**config.mk**
```make
export PLATFORM = sky130hd
export DESIGN_NAME = fix_msg_tx
export DESIGN_NICKNAME = d
export VERILOG_FILES = /design/src/rtl/fix_msg_tx_pkg.sv /design/src/rtl/fix_bin2dec3.sv /design/src/rtl/fix_msg_tx.sv
export SDC_FILE = /design/constraint.sdc
export NUM_CORES = 1
export LEC_CHECK = 0
export BUFFER_PORTS_ARGS = -buffer_cell sky130_fd_sc_hd__buf_2
export CAP_MARGIN = 5
export CORE_MARGIN = 4
export CORE_UTILIZATION = 35
export DETAILED_ROUTE_END_ITERATION = 6
export PLACE_DENSITY = 0.65
export RECOVER_POWER = 25
export SYNTH_ARGS = -nofsm -noshare
export SYNTH_HDL_FRONTEND = slang
export SYNTH_SLANG_ARGS = --single-unit
```
**constraint.sdc**
```tcl
create_clock -name clk -period 7.24 [get_ports clk]
set_input_delay 0.362 -clock clk [delete_from_list [all_inputs] [get_ports clk]]
set_output_delay 0.362 -clock clk [all_outputs]
set_load 0.05 [all_outputs]
```
**src/rtl/fix_msg_tx_pkg.sv**
```systemverilog
// Shared definitions for the FIX session-message serializer.
// The FIX_LOGON_HBINT_EN macro adds the logon EncryptMethod/HeartBtInt segment.
package fix_msg_tx_pkg;

    localparam logic [7:0] SOH = 8'h01;

    localparam logic [3:0] MSG_HEARTBEAT = 4'h0;
    localparam logic [3:0] MSG_RESEND    = 4'h2;
    localparam logic [3:0] MSG_LOGOUT    = 4'h5;
    localparam logic [3:0] MSG_LOGON     = 4'hA;

    localparam int IDX_W      = 5;
    localparam int BEGIN_LEN  = 12;
    localparam int HBINT_LEN  = 13;
    localparam int BODY_FIXED = 23;

    typedef logic [IDX_W-1:0] idx_t;

    typedef enum logic [3:0] {
        ST_IDLE,
        ST_CALC,
        ST_BEGIN,
        ST_BLEN,
        ST_TYPE,
        ST_SENDER,
        ST_TARGET,
        ST_SEQ,
`ifdef FIX_LOGON_HBINT_EN
        ST_HBINT,
`endif
        ST_CKCALC,
        ST_CKSUM
    } state_t;

    localparam logic [7:0] BEGIN_STR [BEGIN_LEN] =
        '{"8", "=", "F", "I", "X", ".", "4", ".", "2", SOH, "9", "="};
    localparam logic [7:0] HBINT_STR [HBINT_LEN] =
        '{"9", "8", "=", "0", SOH, "1", "0", "8", "=", "0", "3", "0", SOH};

    function automatic logic type_valid(input logic [3:0] t);
        return (t == MSG_HEARTBEAT) || (t == MSG_RESEND) ||
               (t == MSG_LOGOUT) || (t == MSG_LOGON);
    endfunction

    function automatic logic [7:0] msg_type_char(input logic [3:0] t);
        case (t)
            MSG_HEARTBEAT: return "0";
            MSG_RESEND:    return "2";
            MSG_LOGOUT:    return "5";
            default:       return "A";
        endcase
    endfunction

    // Field terminator plus next tag: SOH, two tag digits, '='.
    function automatic logic [7:0] tag_suffix(input idx_t k, input logic [7:0] d0,
                                              input logic [7:0] d1);
        case (k)
            5'd0:    return SOH;
            5'd1:    return d0;
            5'd2:    return d1;
            default: return "=";
        endcase
    endfunction

endpackage

```
**src/rtl/fix_bin2dec3.sv**
```systemverilog
// Combinational 8-bit binary to three ASCII decimal digits (000..255).
module fix_bin2dec3 (
    input  logic [7:0] bin_i,
    output logic [7:0] hund_o,
    output logic [7:0] tens_o,
    output logic [7:0] ones_o
);
    logic [7:0] rem;

    always_comb begin
        hund_o = 8'h30 + bin_i / 8'd100;
        rem    = bin_i % 8'd100;
        tens_o = 8'h30 + rem / 8'd10;
        ones_o = 8'h30 + rem % 8'd10;
    end
endmodule

```
**src/rtl/fix_msg_tx.sv**
```systemverilog
// FIX session-message serializer: one request in, one tag=value byte stream out.
// Define FIX_LOGON_HBINT_EN to append "98=0|108=030|" to logon messages.
module fix_msg_tx
    import fix_msg_tx_pkg::*;
#(
    parameter int           VALUE_WIDTH = 128,
    parameter int           SIZE        = 5,
    parameter int           SENDER_LEN  = 3,
    parameter logic [127:0] SENDER_ID   = 128'h565253
) (
    input  logic                   clk,
    input  logic                   rst,
    input  logic                   initiate_msg_i,
    input  logic [3:0]             msg_type_i,
    input  logic [VALUE_WIDTH-1:0] target_comp_id_i,
    input  logic [SIZE-1:0]        s_v_target_comp_id_i,
    input  logic [23:0]            seq_bcd_i,
    output logic [7:0]             tx_data_o,
    output logic                   tx_valid_o,
    input  logic                   tx_ready_i,
    output logic                   tx_last_o,
    output logic                   busy_o,
    output logic                   seq_consume_o,
    output logic                   drop_o
);
    localparam int MAX_LEN = VALUE_WIDTH / 8;
    localparam int CW      = $clog2(MAX_LEN);

    state_t state_q, state_d;
    idx_t   idx_q, idx_d, seg_last;
    logic [7:0] cksum_q, cksum_d;
    logic       drop_q, drop_d, consume_q, consume_d;

    logic [3:0]             type_q, type_d;
    logic [VALUE_WIDTH-1:0] target_q, target_d;
    logic [SIZE-1:0]        len_q, len_d;
    logic [23:0]            seq_q, seq_d, blen_q, blen_d, ck_q, ck_d;

    logic       req_ok, accept, hs, seg_end;
    logic [7:0] body_len, bl_h, bl_t, bl_o, ck_h, ck_t, ck_o;
    logic [7:0] tgt_chr [MAX_LEN];
    logic [7:0] snd_chr [16];

    assign req_ok  = type_valid(msg_type_i) && (s_v_target_comp_id_i != '0) &&
                     (int'(s_v_target_comp_id_i) <= MAX_LEN);
    assign accept  = (state_q == ST_IDLE) && initiate_msg_i && req_ok;
    assign hs      = tx_valid_o && tx_ready_i;
    assign seg_end = hs && (idx_q == seg_last);

    always_comb begin
        for (int i = 0; i < MAX_LEN; i++) tgt_chr[i] = target_q[i*8 +: 8];
        for (int i = 0; i < 16; i++) snd_chr[i] = SENDER_ID[i*8 +: 8];
    end

    always_comb begin
        body_len = 8'(BODY_FIXED + SENDER_LEN) + 8'(len_q);
`ifdef FIX_LOGON_HBINT_EN
        if (type_q == MSG_LOGON) body_len = body_len + 8'(HBINT_LEN);
`endif
    end

    fix_bin2dec3 u_blen (.bin_i(body_len), .hund_o(bl_h), .tens_o(bl_t), .ones_o(bl_o));
    fix_bin2dec3 u_ck   (.bin_i(cksum_q),  .hund_o(ck_h), .tens_o(ck_t), .ones_o(ck_o));

    always_ff @(posedge clk) begin
        if (rst) begin
            state_q   <= ST_IDLE;
            idx_q     <= '0;
            cksum_q   <= '0;
            drop_q    <= 1'b0;
            consume_q <= 1'b0;
        end else begin
            state_q   <= state_d;
            idx_q     <= idx_d;
            cksum_q   <= cksum_d;
            drop_q    <= drop_d;
            consume_q <= consume_d;
        end
    end

    always_ff @(posedge clk) begin
        type_q   <= type_d;
        target_q <= target_d;
        len_q    <= len_d;
        seq_q    <= seq_d;
        blen_q   <= blen_d;
        ck_q     <= ck_d;
    end

    always_comb begin
        case (state_q)
            ST_BEGIN:  seg_last = idx_t'(BEGIN_LEN - 1);
            ST_SENDER: seg_last = idx_t'(SENDER_LEN + 3);
            ST_TARGET: seg_last = idx_t'(len_q) + 5'd3;
            ST_TYPE:   seg_last = 5'd4;
`ifdef FIX_LOGON_HBINT_EN
            ST_HBINT:  seg_last = idx_t'(HBINT_LEN - 1);
`endif
            default:   seg_last = 5'd6;
        endcase
    end

    always_comb begin
        state_d   = state_q;
        idx_d     = idx_q;
        cksum_d   = cksum_q;
        drop_d    = initiate_msg_i && ((state_q != ST_IDLE) || !req_ok);
        consume_d = seg_end && (state_q == ST_CKSUM);
        if (hs) idx_d = seg_end ? '0 : idx_q + 5'd1;
        // Checksum covers everything up to the SOH before "10=".
        if (accept) cksum_d = '0;
        else if (hs && state_q != ST_CKSUM) cksum_d = cksum_q + tx_data_o;
        case (state_q)
            ST_IDLE:   if (accept) state_d = ST_CALC;
            ST_CALC:   begin state_d = ST_BEGIN; idx_d = '0; end
            ST_BEGIN:  if (seg_end) state_d = ST_BLEN;
            ST_BLEN:   if (seg_end) state_d = ST_TYPE;
            ST_TYPE:   if (seg_end) state_d = ST_SENDER;
            ST_SENDER: if (seg_end) state_d = ST_TARGET;
            ST_TARGET: if (seg_end) state_d = ST_SEQ;
`ifdef FIX_LOGON_HBINT_EN
            ST_SEQ:    if (seg_end) state_d = (type_q == MSG_LOGON) ? ST_HBINT : ST_CKCALC;
            ST_HBINT:  if (seg_end) state_d = ST_CKCALC;
`else
            ST_SEQ:    if (seg_end) state_d = ST_CKCALC;
`endif
            ST_CKCALC: begin state_d = ST_CKSUM; idx_d = '0; end
            ST_CKSUM:  if (seg_end) state_d = ST_IDLE;
            default:   state_d = ST_IDLE;
        endcase
    end

    always_comb begin
        type_d   = type_q;
        target_d = target_q;
        len_d    = len_q;
        seq_d    = seq_q;
        blen_d   = blen_q;
        ck_d     = ck_q;
        if (accept) begin
            type_d   = msg_type_i;
            target_d = target_comp_id_i;
            len_d    = s_v_target_comp_id_i;
            seq_d    = seq_bcd_i;
        end
        if (state_q == ST_CALC)   blen_d = {bl_o, bl_t, bl_h};
        if (state_q == ST_CKCALC) ck_d   = {ck_o, ck_t, ck_h};
    end

    always_comb begin
        tx_valid_o    = 1'b1;
        tx_data_o     = '0;
        tx_last_o     = 1'b0;
        busy_o        = (state_q != ST_IDLE);
        drop_o        = drop_q;
        seq_consume_o = consume_q;
        case (state_q)
            ST_BEGIN: tx_data_o = BEGIN_STR[idx_q[3:0]];
            ST_BLEN: begin
                case (idx_q)
                    5'd0: tx_data_o = blen_q[7:0];
                    5'd1: tx_data_o = blen_q[15:8];
                    5'd2: tx_data_o = blen_q[23:16];
                    default: tx_data_o = tag_suffix(idx_q - 5'd3, "3", "5");
                endcase
            end
            ST_TYPE: tx_data_o = (idx_q == 5'd0) ? msg_type_char(type_q)
                                                 : tag_suffix(idx_q - 5'd1, "4", "9");
            ST_SENDER: tx_data_o = (int'(idx_q) < SENDER_LEN) ? snd_chr[idx_q[3:0]]
                                 : tag_suffix(idx_q - idx_t'(SENDER_LEN), "5", "6");
            ST_TARGET: tx_data_o = (int'(idx_q) < int'(len_q)) ? tgt_chr[idx_q[CW-1:0]]
                                 : tag_suffix(idx_q - idx_t'(len_q), "3", "4");
            ST_SEQ: begin
                case (idx_q)
                    5'd0: tx_data_o = {4'h3, seq_q[23:20]};
                    5'd1: tx_data_o = {4'h3, seq_q[19:16]};
                    5'd2: tx_data_o = {4'h3, seq_q[15:12]};
                    5'd3: tx_data_o = {4'h3, seq_q[11:8]};
                    5'd4: tx_data_o = {4'h3, seq_q[7:4]};
                    5'd5: tx_data_o = {4'h3, seq_q[3:0]};
                    default: tx_data_o = SOH;
                endcase
            end
`ifdef FIX_LOGON_HBINT_EN
            ST_HBINT: tx_data_o = HBINT_STR[idx_q[3:0]];
`endif
            ST_CKSUM: begin
                case (idx_q)
                    5'd0: tx_data_o = "1";
                    5'd1: tx_data_o = "0";
                    5'd2: tx_data_o = "=";
                    5'd3: tx_data_o = ck_q[7:0];
                    5'd4: tx_data_o = ck_q[15:8];
                    5'd5: tx_data_o = ck_q[23:16];
                    default: tx_data_o = SOH;
                endcase
                tx_last_o = (idx_q == 5'd6);
            end
            default: tx_valid_o = 1'b0;
        endcase
    end
endmodule
```
# Word-level counts from Yosys, hierarchy flattened
# Memories as Yosys holds them, arrays and structs flattened.
# Cells that the tools add are included.
[classes]
n_div = 8
muxes = 32
n_reduce_logical = 27
bitwise_logic = 1
add_sub_neg = 13
eq_ne = 36
magnitude_cmp = 4
[op_table]
columns = ["cell", "count"]
rows = [
  ["$mux W8", 9],
  ["$pmux W6 S3", 4],
  ["$pmux W8 S7", 1],
  ["$add A6 B8 Y8 const A", 6],
  ["$pmux W8 S6", 1],
  ["$pmux W4 S10", 1],
  ["$pmux W6 S6", 1],
  ["$bmux W8 S4", 1],
  ["$mux W4", 8],
  ["$eq A5 B2 Y1 const B", 5],
  ["$eq A4 B3 Y1 const B", 6],
  ["$pmux W8 S3", 1],
  ["$pmux W7 S3", 1],
  ["$eq A5 B1 Y1 const B", 4],
  ["$logic_not A5 Y1", 4],
  ["$div A8 B4 Y8 const B", 2],
  ["$div A8 B7 Y8 const B", 2],
  ["$eq A4 B2 Y1 const B", 4],
  ["$mod A8 B4 Y8 const B", 2],
  ["$mod A8 B7 Y8 const B", 2],
  ["$ne A2 B2 Y1 const B", 8],
  ["$eq A5 B3 Y1 const B", 3],
  ["$pmux W5 S3", 1],
  ["$eq A4 B4 Y1 const B", 3],
  ["other kinds (27)", 41],
]
[totals]
in_bits = 165
mem_count = 2
rom_bits = 256
elab_cells = 134
ff_bits = 228
[memory_table]
columns = ["name", "words", "width", "read_ports", "rd_ports_with_merged_regs", "wr", "line_no", "text"]
rows = [
  ["(name not given)", 16, 8, 1, 0, 0, "fix_msg_tx.sv:169", "ST_SENDER: tx_data_o = (int'(idx_q) < SENDER_LEN) ? snd_chr[idx_q[3:0]]"],
  ["(name not given)", 16, 8, 1, 0, 0, "fix_msg_tx.sv:158", "ST_BEGIN: tx_data_o = BEGIN_STR[idx_q[3:0]];"],
]

# Logic depth before layout (Yosys ltp)
[logic_depth]
depth_word = 9
mapped_depth = 25
mapped_depth_nobuf = 23

# Hierarchy
# Synthesis repeated with hierarchy kept, for this count alone.
[unflattened]
cells_unflattened = 1004
area_unflattened_um2 = 12228.0
[modules_own_cells]
columns = ["module", "seq_area_each_um2", "cells_per_inst", "area_each_um2", "n_inst"]
rows = [
  ["fix_msg_tx", 6656.4, 746, 10500.1, 1],
  ["fix_bin2dec3 (u_ck)", 0.0, 136, 904.6, 1],
  ["fix_bin2dec3 (u_blen)", 0.0, 122, 823.3, 1],
]

# Worst setup path before layout
# OpenSTA, ideal clock, no wires.
[synth_path]
path_type = "register -> register"
from = "register idx_q[1]"
to = "register cksum_q[6]"
path_slack_ns = 0.607
path_buffers = 3
setup_ns = 0.124
stages_incl_launch_ff = 26
arrival_time_ns = 6.508
path_cell_list = "dfxtp_1 clkbuf_1 buf_1 inv_1 ha_1 clkbuf_1 inv_1 nor2_1 nor2_2 nand2_1 or4_4 nand4_1 a32oi_1 o311ai_0 ha_1 inv_1 fa_1 inv_1 a21oi_1 o21bai_1 a21o_1 a21oi_1 xor2_1 nor2_1 a21oi_1 nor2_1"
[synth_between]
elab_chain_len = 7
[synth_rtl]
columns = ["element", "line_no", "text"]
rows = [
  ["start: declaration", "fix_msg_tx.sv:30", "idx_t idx_q, idx_d, seg_last;"],
  ["start signal: assignment", "fix_msg_tx.sv:74", "idx_q <= idx_d;"],
  ["branches (longest 5 deep; another with $sub A5 B5 Y5)", "n/a", ""],
  ["$pmux W8 S7 *", "fix_msg_tx.sv:157", "case (state_q)"],
  ["named net tx_data_o[0]", "fix_msg_tx.sv:18", "output logic [7:0] tx_data_o,"],
  ["$add A8 B8 Y8 *", "fix_msg_tx.sv:112", "else if (hs && state_q != ST_CKSUM) cksum_d = cksum_q + tx_data_o;"],
  ["end signal: assignment", "fix_msg_tx.sv:75", "cksum_q <= cksum_d;"],
  ["end: declaration", "fix_msg_tx.sv:31", "logic [7:0] cksum_q, cksum_d;"],
]
# Mark *: on every way through the listed nets, which the timed path passes. The select of a mux whose other input is x is not followed.
# A chain may end at the register's enable or synchronous reset.

# Worst setup path in the final report
[layout_path]
from = "register idx_q[1]"
to = "register cksum_q[7]"
[layout_between]
elab_chain_len = 7
[layout_rtl]
columns = ["element", "line_no"]
rows = [
  ["branches (longest 5 deep; another with $sub A5 B2 Y5)", "n/a"],
  ["$pmux W8 S7 *", "fix_msg_tx.sv:157"],
  ["$add A8 B8 Y8 *", "fix_msg_tx.sv:112"],
]
# Every way passes the cells marked *. The select of a mux whose other input is x is not followed.

==> summary.md <==
| Metric | Value |
|---|---|
| Status | finished, final reports clean |
| Slowest stage delay, CP | 0.69 ns |
| CTS tree | yes |
| Worst hold path class | input pin to flip-flop |
| Worst r2r path cells | 19 |
| Internal | between 2000 and 2500 µW |
| Post-synth EDFFs | 188 |
| Cts bufs inserted | 23 |
| Root Driver | clkbuf_16 |
| DP HPWL | ~21000 µm |
| Synth Warn # | 0 |
| Grt ovf | 0 |
| Setup crit end | cksum_q[7] |
| Async SR Flop Fraction | 0% |
| CP delay by family, top | simple AND/OR/NAND/NOR gates |
| Vias in the first global route | 8248 |
| Share of power burned in registers | about half |
| Cells after Synth | around 900 |
| Sw frac | 21.2% |
| Final ANT Viol Nets | 0 |
| GR peak layer | met2 |
| Met3 Use GR | 2.89% |
| CP arrival | 5.82 ns |
| Power Total | about 2700 µW |
| First-pass GRT wire length | 45000 µm |
| Place WS | 1.94 ns |
| Max stage delay cell, worst path | dfxtp_2 |
| Clock power share | 43.8% |
| # clock sinks | 207 |
| Die ar. | around 34000 µm² |
| First-pass DRT Iterations | 5 |
| Met2 usage | 27.9% |
| TNS Setup | 0 ns |
| Final period util | 74.3% |
| Distinct cell type count after synthesis | slightly below 90 |
| CP startpoint | idx_q[1] |
| Row count | 64 |
| Layout area overhead | 23.3% |
| Dpl cells | 1443 |
| Most frequent cells in the layout | edfxtp_1 (188), buf_2 (161), nor2_1 (70) |
| CP endpoint kind | flip-flop |
| Share of cells above drive strength 1 | 22.5% |
| Power Dens Cells | just over 200 nW/µm² |
| Final non-filler cell total | 1536 |
| Routed WL | about 30000 µm |
| Port buffer count | 177 |
| Crit-path cells | inv_1 -> ha_1 -> and2_1 -> nor2_2 -> nand2_1 -> or4_4 -> nand2_1 -> o221ai_1 -> a21oi_1 -> or4b_1 -> ha_1 -> a21o_1 -> a21oi_1 -> o21bai_1 -> a21oi_1 -> o21ai_0 -> xnor2_1 -> or3_1 -> a21oi_1 |
| Vias | 8416 |
| Initial Utilization | 35.6% |
| Combinational share of power | around 6.7% |
| CTS Buffer Depth | 3 |
| Clk_lat worst skew | 0.52 ns |
| CTS H-tree lvls | 1 |
| Worst Hold Path Cells | 1 |
| CP dominant cell by count | a21oi_1 |
| Final setup fails | 0 |
| Crit path max fanout | 22 |
| Fin nets | 1328 |
| NetSw | 576 µW |
| Syn avg cell area | 12.1 µm² |
| ANT cells | 0 |
| Post-CTS Setup Bufs | 0 |
| Initial DRC count | 755 |
| Post-DR vias/cell | between 5 and 6 |
| RR Endpoint | cksum_q[7] |
| Clk slew on worst S/H paths | 0.06 ns |
| GP Congestion | 0.982 |
| Max Slew Vio Count | 0 |
| RSZ-0062 raised after global routing | no |
| Peak Freq | 186 MHz |
| Final min period | 5.38 ns |
| Routed wire length per instance | 19.4 µm |
| Critical Path Start Type | flip-flop |
| Top FF cell, synth | edfxtp_1 |
| Cts hold-fix bufs | 44 |
| Fin worst setup slack | 1.86 ns |
| Core Area | 30700 µm² |
| Synth Register Bits | around 210 |
| Post-Syn Area | 10900 µm² |
| Leakage | around 0.0049 µW |
| Setup Skew | between 0.02 and 0.025 ns |
| R2R setup slack | 1.86 ns |
| FF-to-FF Start | idx_q[1] |
| CP bufs+invs | 1 |
| Critical path class | flip-flop to flip-flop |
| VDD IR max | 0.197 mV |
| Worst path depth | 19 |
| Largest net degree at the start of global routing | 75 |
| Sequential cell area fraction in the yosys report | 55.0% |
| Total track usage | 16.6% |
| Fin. Hold Viols | 0 |
| Crit path required time | 7.67 ns |
| M1 GR Usage | 22.6% |
| Max-Cap Viols | 0 |
| Antenna violations before repair | 0 |
| Commonest non-fill, non-tap cell in the layout | edfxtp_1 |
| Die Y | 185 µm |
| I/O pins | 178 |
| Die Wd | 185 µm |
| Drt drc | 0 |
| Slew @ Worst Pin | 0.996 ns |
| Slew HR | 33.6% |
| Post-CTS Resized | 0 |
==> synthesized netlist by cell type, types with 5 or more instances <==
| cell | n | share of area [%] |
|---|---|---|
| o22ai_1 | 7 | 0.40 |
| xnor2_1 | 18 | 1.4 |
| or3_1 | 8 | 0.46 |
| mux2i_1 | 25 | 2.3 |
| nand2b_1 | 5 | 0.29 |
| a31oi_1 | 5 | 0.29 |
| nand2_1 | 49 | 1.7 |
| o21ai_0 | 53 | 2.4 |
| nor2_1 | 70 | 2.4 |
| nand3b_1 | 5 | 0.34 |
| edfxtp_1 | 188 | 52 |
| nor2b_1 | 11 | 0.63 |
| nor3b_1 | 6 | 0.41 |
| a2111oi_0 | 6 | 0.48 |
| a22oi_1 | 22 | 1.5 |
| nor4_1 | 7 | 0.40 |
| a221oi_1 | 12 | 0.96 |
| dfxtp_1 | 19 | 3.5 |
| mux4_2 | 25 | 5.1 |
| and2_1 | 14 | 0.80 |
| nand3_1 | 27 | 1.2 |
| xor2_1 | 7 | 0.56 |
| buf_2 | 7 | 0.32 |
| inv_1 | 39 | 1.3 |
| a21o_1 | 7 | 0.48 |
| nor3_1 | 22 | 1.0 |
| o211ai_1 | 6 | 0.41 |
| clkbuf_1 | 32 | 1.1 |
| ha_1 | 36 | 4.1 |
| a21boi_0 | 5 | 0.34 |
| a21oi_1 | 52 | 2.4 |
==> per-layer routing <==
metal / vias to the layer above / wire [µm] / share of wire, %
met2: 334 / 14400 / 48
li1: 3949 / - / -
met4: 0 / 644 / 2.2
met3: 44 / 1890 / 6.3
met5: - / 0 / 0
met1: 4089 / 12900 / 43
==> through the flow <==
stage | utilization [%] | area (µm²) | hold slack [ns]
2_1_floorplan | - | 11000 | 0.434
3_3_place_gp | 39.7 | 12200 | 0.538
3_5_place_dp | 39.7 | 12200 | 0.537
4_1_cts | 43.7 | 13400 | 0.000169
5_1_grt | 43.9 | 13500 | 0.00540
6_report | 43.9 | 13500 | 0.0203
==> worst register-to-register path: cells and delay by family (launching register included) <==
| kind | cells | cell delay (ns) |
|---|---|---|
| xor gates and xnor gates | 1 | 0.15 |
| AOI/OAI and AO/OA | 8 | 1.32 |
| DFF | 1 | 0.69 |
| buffers and inverters | 1 | 0.23 |
| and+or+nand+nor | 7 | 2.21 |
| adders and majority gates | 2 | 0.70 |
==> area by class of cell <==
type | instances | area [µm²]
inverters | 40 | 150
flip-flops and latches | 207 | 6030
repair buffers | 239 | 1460
well taps | 396 | 495
clock inverters | 16 | 185
fillers | 2872 | 17300
multi-input cells | 614 | 4590
clock buffers | 24 | 579
==> power by group through the flow <==
stage / clock (µW) / sequential (µW) / combinational, µW
global route: 1270 / 1350 / 202
floorplan: 0 / 1370 / 87.2
detailed placement: 0 / 1370 / 162
CTS: 1220 / 1340 / 180
finish: 1190 / 1340 / 183
global placement: 0 / 1370 / 160
==> flip-flops by register name, summed over array words and instances (netlist names) <==
| signal | cells |
|---|---|
| ck_q | 16 |
| blen_q | 11 |
| drop_o | 1 |
| cksum_q | 8 |
| len_q | 5 |
| idx_q | 5 |
| seq_q | 24 |
| type_q | 4 |
| seq_consume_o | 1 |
| target_q | 128 |
| state_q | 4 |
==> cells by family after synthesis <==
kind of cell    count (synthesis)  share of synthesized area, %
fa+ha+maj                      41                          4.75
other cells                     2                        0.0686
simple gates                  253                          12.0
mux                            50                          7.43
flops                         207                          55.0
buf+inv                        86                          3.23
compound gates                241                          15.5
xor+xnor                       25                          2.00
==> worst min-delay path by stage <==
| stage | from | to | slack (ns) |
|---|---|---|---|
| after floorplan | rst | state_q[3] | 0.43 |
| after global placement | target_comp_id_i[54] | target_q[54] | 0.54 |
| after detailed placement | cksum_q[0] | ck_q[16] | 0.54 |
| after CTS | target_comp_id_i[105] | target_q[105] | 0.0002 |
| after global routing | target_comp_id_i[82] | target_q[82] | 0.005 |
| final | seq_bcd_i[13] | seq_q[13] | 0.02 |
Power figures use the tool's default switching activity.
